`src/rtl/dm_pkg.sv`:
```
// dm -- shared Debug Module Interface (DMI) types.
//
// Request/response structures and operation/response codes used by
// every block that talks DMI. Anything local to one block, such as an
// FSM state type, stays in that block.
package dm;

    localparam int unsigned DmiAddrW = 7;
    localparam int unsigned DmiDataW = 32;

    typedef enum logic [1:0] {
        DTM_NOP   = 2'h0,
        DTM_READ  = 2'h1,
        DTM_WRITE = 2'h2
    } dtm_op_e;

    // Response codes carried in dmi_resp_t.resp
    localparam logic [1:0] DTM_SUCCESS = 2'h0;
    localparam logic [1:0] DTM_ERR     = 2'h2;
    localparam logic [1:0] DTM_BUSY    = 2'h3;

    typedef struct packed {
        logic [DmiAddrW-1:0] addr;
        dtm_op_e             op;
        logic [DmiDataW-1:0] data;
    } dmi_req_t;

    typedef struct packed {
        logic [DmiDataW-1:0] data;
        logic [1:0]          resp;
    } dmi_resp_t;

endpackage

```
`src/rtl/dmi_rr_arb.sv`:
```
// dmi_rr_arb -- combinational round-robin picker.
//
// Returns the first asserted bit of valid_i at or after position ptr_i,
// wrapping from NumReq-1 back to 0.
//
// Ports:
//   valid_i  in  NumReq  request-valid vector
//   ptr_i    in  IdxW    highest-priority position this cycle
//   grant_o  out IdxW    index of the selected requester (0 when none)
//   valid_o  out 1       at least one requester is valid
module dmi_rr_arb #(
    parameter int unsigned NumReq = 2,
    parameter int unsigned IdxW   = $clog2(NumReq)
) (
    input  logic [NumReq-1:0] valid_i,
    input  logic [IdxW-1:0]   ptr_i,
    output logic [IdxW-1:0]   grant_o,
    output logic              valid_o
);

    logic [IdxW-1:0] idx;

    // NOTE: every output of a combinational block is given a default at the
    // top so that no path leaves it unassigned; otherwise a latch is inferred.
    always_comb begin
        grant_o = '0;
        valid_o = 1'b0;
        idx     = '0;
        // Walk from the farthest offset down to the nearest so that the
        // last hit (the one closest to ptr_i) wins.
        for (int i = int'(NumReq) - 1; i >= 0; i--) begin
            idx = IdxW'((int'(ptr_i) + i) % int'(NumReq));
            if (valid_i[idx]) begin
                grant_o = idx;
                valid_o = 1'b1;
            end
        end
    end

endmodule

```
`src/rtl/dmi_arbiter.sv`:
```
// dmi_arbiter -- shares one downstream DMI port between NumReq requesters.
//
// A single transaction is outstanding at a time. In Idle the round-robin
// picker selects a requester; its request is registered and replayed
// downstream in Req, and the downstream response is routed back to that
// requester in Resp. Downstream responses that arrive while no response is
// expected are accepted and dropped.
//
// Optional feature, macro DMI_ARB_TIMEOUT_EN: if no response arrives within
// TimeoutCycles cycles of entering Resp, an error response (resp = DTM_ERR,
// data = 0) is returned to the requester and the FSM enters Flush, where it
// swallows one late downstream response or gives up after TimeoutCycles.
//
// Ports:
//   clk_i             in   1                clock
//   rst_ni            in   1                synchronous active-low reset
//   req_i             in   NumReq x req     per-requester request
//   req_valid_i       in   NumReq           request valid
//   req_ready_o       out  NumReq           request accepted (grant cycle)
//   resp_o            out  NumReq x resp    per-requester response
//   resp_valid_o      out  NumReq           response valid
//   resp_ready_i      in   NumReq           response accepted
//   dmi_req_o         out  req              downstream request
//   dmi_req_valid_o   out  1                downstream request valid
//   dmi_req_ready_i   in   1                downstream request accepted
//   dmi_resp_i        in   resp             downstream response
//   dmi_resp_valid_i  in   1                downstream response valid
//   dmi_resp_ready_o  out  1                downstream response accepted
//   busy_o            out  1                FSM not in Idle
module dmi_arbiter
    import dm::*;
#(
    parameter int unsigned NumReq        = 2,
    parameter int unsigned TimeoutCycles = 1024
) (
    input  logic                   clk_i,
    input  logic                   rst_ni,
    input  dmi_req_t  [NumReq-1:0] req_i,
    input  logic      [NumReq-1:0] req_valid_i,
    output logic      [NumReq-1:0] req_ready_o,
    output dmi_resp_t [NumReq-1:0] resp_o,
    output logic      [NumReq-1:0] resp_valid_o,
    input  logic      [NumReq-1:0] resp_ready_i,
    output dmi_req_t               dmi_req_o,
    output logic                   dmi_req_valid_o,
    input  logic                   dmi_req_ready_i,
    input  dmi_resp_t              dmi_resp_i,
    input  logic                   dmi_resp_valid_i,
    output logic                   dmi_resp_ready_o,
    output logic                   busy_o
);

    localparam int unsigned IdxW = $clog2(NumReq);

    if (NumReq < 2 || NumReq > 8 || TimeoutCycles < 2) begin : g_param_check
        $error("dmi_arbiter: NumReq must be 2..8 and TimeoutCycles >= 2");
    end

    typedef enum logic [1:0] {
        Idle,
        Req,
        Resp
`ifdef DMI_ARB_TIMEOUT_EN
        ,
        Flush
`endif
    } state_e;

    state_e          state_q;
    logic [IdxW-1:0] grant_q;
    logic [IdxW-1:0] rr_ptr_q;
    dmi_req_t        req_q;
    logic            dmi_req_valid_q;
    logic            busy_q;

    logic [IdxW-1:0] arb_grant;
    logic            arb_valid;

`ifdef DMI_ARB_TIMEOUT_EN
    localparam int unsigned CntW = $clog2(TimeoutCycles);
    logic [CntW-1:0] cnt_q;
    logic            timed_out;

    // Saturation point: the counter stops advancing here, so the error
    // response stays stable until the requester takes it.
    assign timed_out = (state_q == Resp) && (cnt_q == CntW'(TimeoutCycles - 1));
`endif

    dmi_rr_arb #(
        .NumReq (NumReq),
        .IdxW   (IdxW)
    ) u_rr_arb (
        .valid_i (req_valid_i),
        .ptr_i   (rr_ptr_q),
        .grant_o (arb_grant),
        .valid_o (arb_valid)
    );

    // NOTE: state registers use non-blocking assignments only, so every
    // flop samples the pre-edge value of the others regardless of order.
    always_ff @(posedge clk_i) begin
        if (!rst_ni) begin
            state_q         <= Idle;
            grant_q         <= '0;
            rr_ptr_q        <= '0;
            req_q           <= '0;
            dmi_req_valid_q <= 1'b0;
            busy_q          <= 1'b0;
`ifdef DMI_ARB_TIMEOUT_EN
            cnt_q           <= '0;
`endif
        end else begin
            case (state_q)
                Idle: begin
                    if (arb_valid) begin
                        grant_q         <= arb_grant;
                        req_q           <= req_i[arb_grant];
                        rr_ptr_q        <= (arb_grant == IdxW'(NumReq - 1)) ?
                                           '0 : arb_grant + IdxW'(1);
                        dmi_req_valid_q <= 1'b1;
                        busy_q          <= 1'b1;
                        state_q         <= Req;
                    end
                end
                Req: begin
                    if (dmi_req_ready_i) begin
                        dmi_req_valid_q <= 1'b0;
                        state_q         <= Resp;
`ifdef DMI_ARB_TIMEOUT_EN
                        cnt_q           <= '0;
`endif
                    end
                end
                Resp: begin
`ifdef DMI_ARB_TIMEOUT_EN
                    if (timed_out) begin
                        if (resp_ready_i[grant_q]) begin
                            cnt_q   <= '0;
                            state_q <= Flush;
                        end
                    end else
`endif
                    if (dmi_resp_valid_i && resp_ready_i[grant_q]) begin
                        busy_q  <= 1'b0;
                        state_q <= Idle;
                    end
`ifdef DMI_ARB_TIMEOUT_EN
                    // A response that is present but stalled by the requester
                    // does not count toward the timeout.
                    else if (!dmi_resp_valid_i) begin
                        cnt_q <= cnt_q + CntW'(1);
                    end
`endif
                end
`ifdef DMI_ARB_TIMEOUT_EN
                Flush: begin
                    if (dmi_resp_valid_i || cnt_q == CntW'(TimeoutCycles - 1)) begin
                        busy_q  <= 1'b0;
                        state_q <= Idle;
                    end else begin
                        cnt_q <= cnt_q + CntW'(1);
                    end
                end
`endif
                default: begin
                    busy_q          <= 1'b0;
                    dmi_req_valid_q <= 1'b0;
                    state_q         <= Idle;
                end
            endcase
        end
    end

    assign dmi_req_o       = req_q;
    assign dmi_req_valid_o = dmi_req_valid_q;
    assign busy_o          = busy_q;

    // Handshake steering. Outside Resp the downstream response port is
    // held ready so stray responses are drained instead of blocking.
    always_comb begin
        req_ready_o      = '0;
        resp_valid_o     = '0;
        resp_o           = '0;
        dmi_resp_ready_o = 1'b1;

        if (state_q == Idle && arb_valid) begin
            req_ready_o[arb_grant] = 1'b1;
        end

        if (state_q == Resp) begin
`ifdef DMI_ARB_TIMEOUT_EN
            if (timed_out) begin
                // Leave the late response pending; Flush will drop it.
                resp_valid_o[grant_q] = 1'b1;
                resp_o[grant_q]       = '{data: '0, resp: DTM_ERR};
                dmi_resp_ready_o      = 1'b0;
            end else
`endif
            begin
                resp_valid_o[grant_q] = dmi_resp_valid_i;
                resp_o[grant_q]       = dmi_resp_i;
                dmi_resp_ready_o      = resp_ready_i[grant_q];
            end
        end
    end

endmodule

```
`config.mk`:
```
export PLATFORM = sky130hd
export DESIGN_NAME = dmi_arbiter
export DESIGN_NICKNAME = d
export VERILOG_FILES = /design/src/rtl/dm_pkg.sv /design/src/rtl/dmi_rr_arb.sv /design/src/rtl/dmi_arbiter.sv
export SDC_FILE = /design/constraint.sdc
export NUM_CORES = 1
export LEC_CHECK = 0
export CAP_MARGIN = 30
export CORE_MARGIN = 2
export CORE_UTILIZATION = 32
export CTS_CLUSTER_SIZE = 28
export DETAILED_ROUTE_END_ITERATION = 6
export HOLD_SLACK_MARGIN = 0.03
export PLACE_DENSITY = 0.81
export SLEW_MARGIN = 30
export SYNTH_ARGS = -nofsm -noshare
export SYNTH_HDL_FRONTEND = slang
export SYNTH_SLANG_ARGS = --single-unit
export TNS_END_PERCENT = 30
```
`constraint.sdc`:
```
create_clock -name clk_i -period 1.5 [get_ports clk_i]
set_input_delay 0.3 -clock clk_i [delete_from_list [all_inputs] [get_ports clk_i]]
set_output_delay 0.3 -clock clk_i [all_outputs]
set_load 0.02 [all_outputs]
```
==> impl_metrics.toml <==
[clocking]
cts_hold_buf = 0
worst_skew_pair.late_latency_ns = 0.30
root_buffer = "clkbuf_8"
clockBufferDepth = 2
path_clk_slew_ns = 0.09
cts_tree = "done"
cts_sinks = 47
cts_max_level = 2
cts_buffers = 5

[cells_and_area]
stdcell_area_sq_mm = 0.00553
multi_input_area_sq_mm = 0.00167
seqCellArea_sq_um = 947
drive_gt1_share_pct = 27.9
finalNonFillerCells = 701
num-nets-final = 718
fillers = 682
area_growth_pct = 99.6

[synth]
synth_area_sq_mm = 0.00277
syn-num-nets = 483
async_flop_share_pct = 0
synth_top_area_cell = "dfxtp_1"
ys_types = 30
synth_area_leaders = "dfxtp_1 34%, and2_1 16%, a31oi_1 9.3%, nand4_1 9.3%, nand3_1 7.6%"
yosysTopAreaCellShare_pct = 34.0
syn_avg_cell_area_sq_um = 7.72
synth_cells = 359
synth_compound_area_share_pct = 20.2
synthXorXnorAreaFrac_pct = 0
synth_fa_ha_area_share_pct = 0
ys_seq_area_share_pct = 34.0
ys_ff_latch = 47
muxShareOfSynthArea_pct = 0.406
synth-simple-area-share_pct = 35.4
synth_edf_count = 0
synth_most_common_cell = "and2_1"
synth_top_family_by_area = "simple AND/OR/NAND/NOR gates"
synthTopCellsByCount = "70 x and2_1, 47 x dfxtp_1, 42 x nand3_1"
synth_warnings = 0
ys.flop_type = "dfxtp_1"

[run_status]
violations = "setup timing"
outcome = "complete, but fails checks"

[global_routing]
overflow = 0
grt_pass1_vias = 3838
grt_use_total_pct = 25.7
grt_max_degree = 42
grt_antenna_before_repair = 1
grt_first_pass_wirelength_mm = 20.0

[sta]
worst_pin_slew_ns = 0.451
timing.final.crit_share_pct = 117
relSlewSlack_pct = 69.9
setup_viol = 73
setup_slack_ns = -0.253
skew_ns = 0.00924
rsz0062_at_grt = "yes"
final_hold_viol_count = 0
fin_crit_ns = 1.75
drv_slew = 0
finalSetupTns_ns = -14.06
fmax_mhz = 570

[drt]
vias = 3814
initialDrtViolationCount = 194
wl_mm = 12.9
viasPerCell = 5.44
post_drt_wl_per_cell_um = 18.5
ant_nets = 0
drcViolationCount = 0
dr.pass1.iters = 5

[placement]
portBuffers = 239
dpl_cell_area_sq_mm = 0.00524
gp_congestion = 0.908
dp_hpwl_mm = 9.29
dpl.cell_count = 685

[critical_path]
path_class = "flop to primary output"
cp.arrival_ns = 1.45
worst-endpoint-required_ns = 1.20
cp-end-kind = "primary output"
cp_max_fo = 7
start_kind = "flop"

[min_path]
hold_path_class = "input pin to flop"

[die]
die_area_sq_mm = 0.00942
die_w_um = 97.1
start_util_pct = 33.4
io_pins = 240
dieHeight_um = 97.1
coreArea_sq_mm = 0.00830
fp-row-count = 33

[pwr]
finalPower_mw = 3.67
p_leak_nw = 2.37
powerDensity_mw_per_mm2 = 664
irDropWorstVdd_mv = 0.369

[flow_run]
drv_cap = 0
path summary, 6_finish.rpt:
kind                        startpoint                         end  slack [ns]  depth (start not counted)
min                     req_valid_i[1]       rr_ptr_q$_SDFFE_PN0P_        0.42                          4
max            state_q[0]$_SDFFE_PN0P_                  resp_o[67]       -0.25                          6
min reg2reg  dmi_req_o[6]$_SDFFE_PN0P_   dmi_req_o[6]$_SDFFE_PN0P_        0.50                          2
max reg2reg    state_q[0]$_SDFFE_PN0P_  dmi_req_o[13]$_SDFFE_PN0P_        0.03                          5
stage by stage:
stage          setup slack [ns]  hold WS [ns]  utilization, %
3_5_place_dp             -0.609         0.490            63.1
2_1_floorplan           -0.0261         0.417               -
4_1_cts                  -0.275         0.420            65.1
5_1_grt                  -0.319         0.442            66.7
3_3_place_gp             -0.603         0.486            63.1
6_report                 -0.253         0.416            66.7
worst max-delay path: stages (launching register included):
cell and delay, ns:
dfxtp_2 0.32, nand2b_4 0.16, nor2_4 0.18, buf_6 0.16, buf_6 0.10, and2_4 0.13, buf_6 0.11
cell usage in the layout (no fill, tap or decap), types with 2 or more instances in the layout:
master / netlist / final
clkbuf_8: 0 / 6
o21a_1: 2 / 2
dfxtp_2: 0 / 2
and2_4: 0 / 38
dfxtp_1: 47 / 44
buf_2: 15 / 7
clkdlybuf4s50_1: 0 / 121
and2_1: 70 / 32
a31oi_1: 41 / 41
dlygate4sd2_1: 0 / 43
o21ai_0: 36 / 36
nand3_1: 42 / 42
o21ai_1: 7 / 7
nand4_1: 41 / 41
buf_6: 6 / 71
nor2_4: 0 / 3
a21oi_1: 5 / 5
inv_1: 5 / 4
buf_4: 5 / 29
nor3_1: 2 / 2
layout make-up:
type                    instances  share of cell area (%)
clock buffers                   7                    1.56
inverters                       6                   0.407
clock inverters                 1                   0.158
multi-input cells             262                    30.2
well taps                     105                    2.38
flip-flops and latches         47                    17.1
repair buffers                272                    48.1
diodes                          1                  0.0452
state kept, by name, indices dropped and copies added (netlist names):
name	count
rr_ptr_q	1
dmi_req_o	41
busy_o	1
state_q	2
grant_q	1
dmi_req_valid_o	1
cell families (layout without fill, tap and decap cells):
kind of cell | after synthesis | count (layout)
other | 0 | 1
AND/OR/NAND/NOR | 166 | 166
flip-flops | 47 | 47
buffers and inverters | 50 | 286
multiplexers | 1 | 1
AO/OA/AOI/OAI | 95 | 95
layer usage:
layer / GRT usage (%) / routed length [um]
met1: 28.7 / 4940
met2: 48.1 / 6760
met3: 5.18 / 796
met5: 0 / 0
met4: 8.99 / 454
power breakdown:
group          switching, mW  internal, mW
clock network          0.449         0.379
logic                  0.734         0.689
registers             0.0580          1.37
total                   1.24          2.43
what timing repair did:
action / in CTS / in global routing
gates resized for setup: 439 / 83
cloned: 2 / 2
setup buffers: 3 / 0
endpoints found under the setup margin: 157 / 103
pin swaps: 9 / 25
Note: power is estimated with default switching activity, not from simulation.
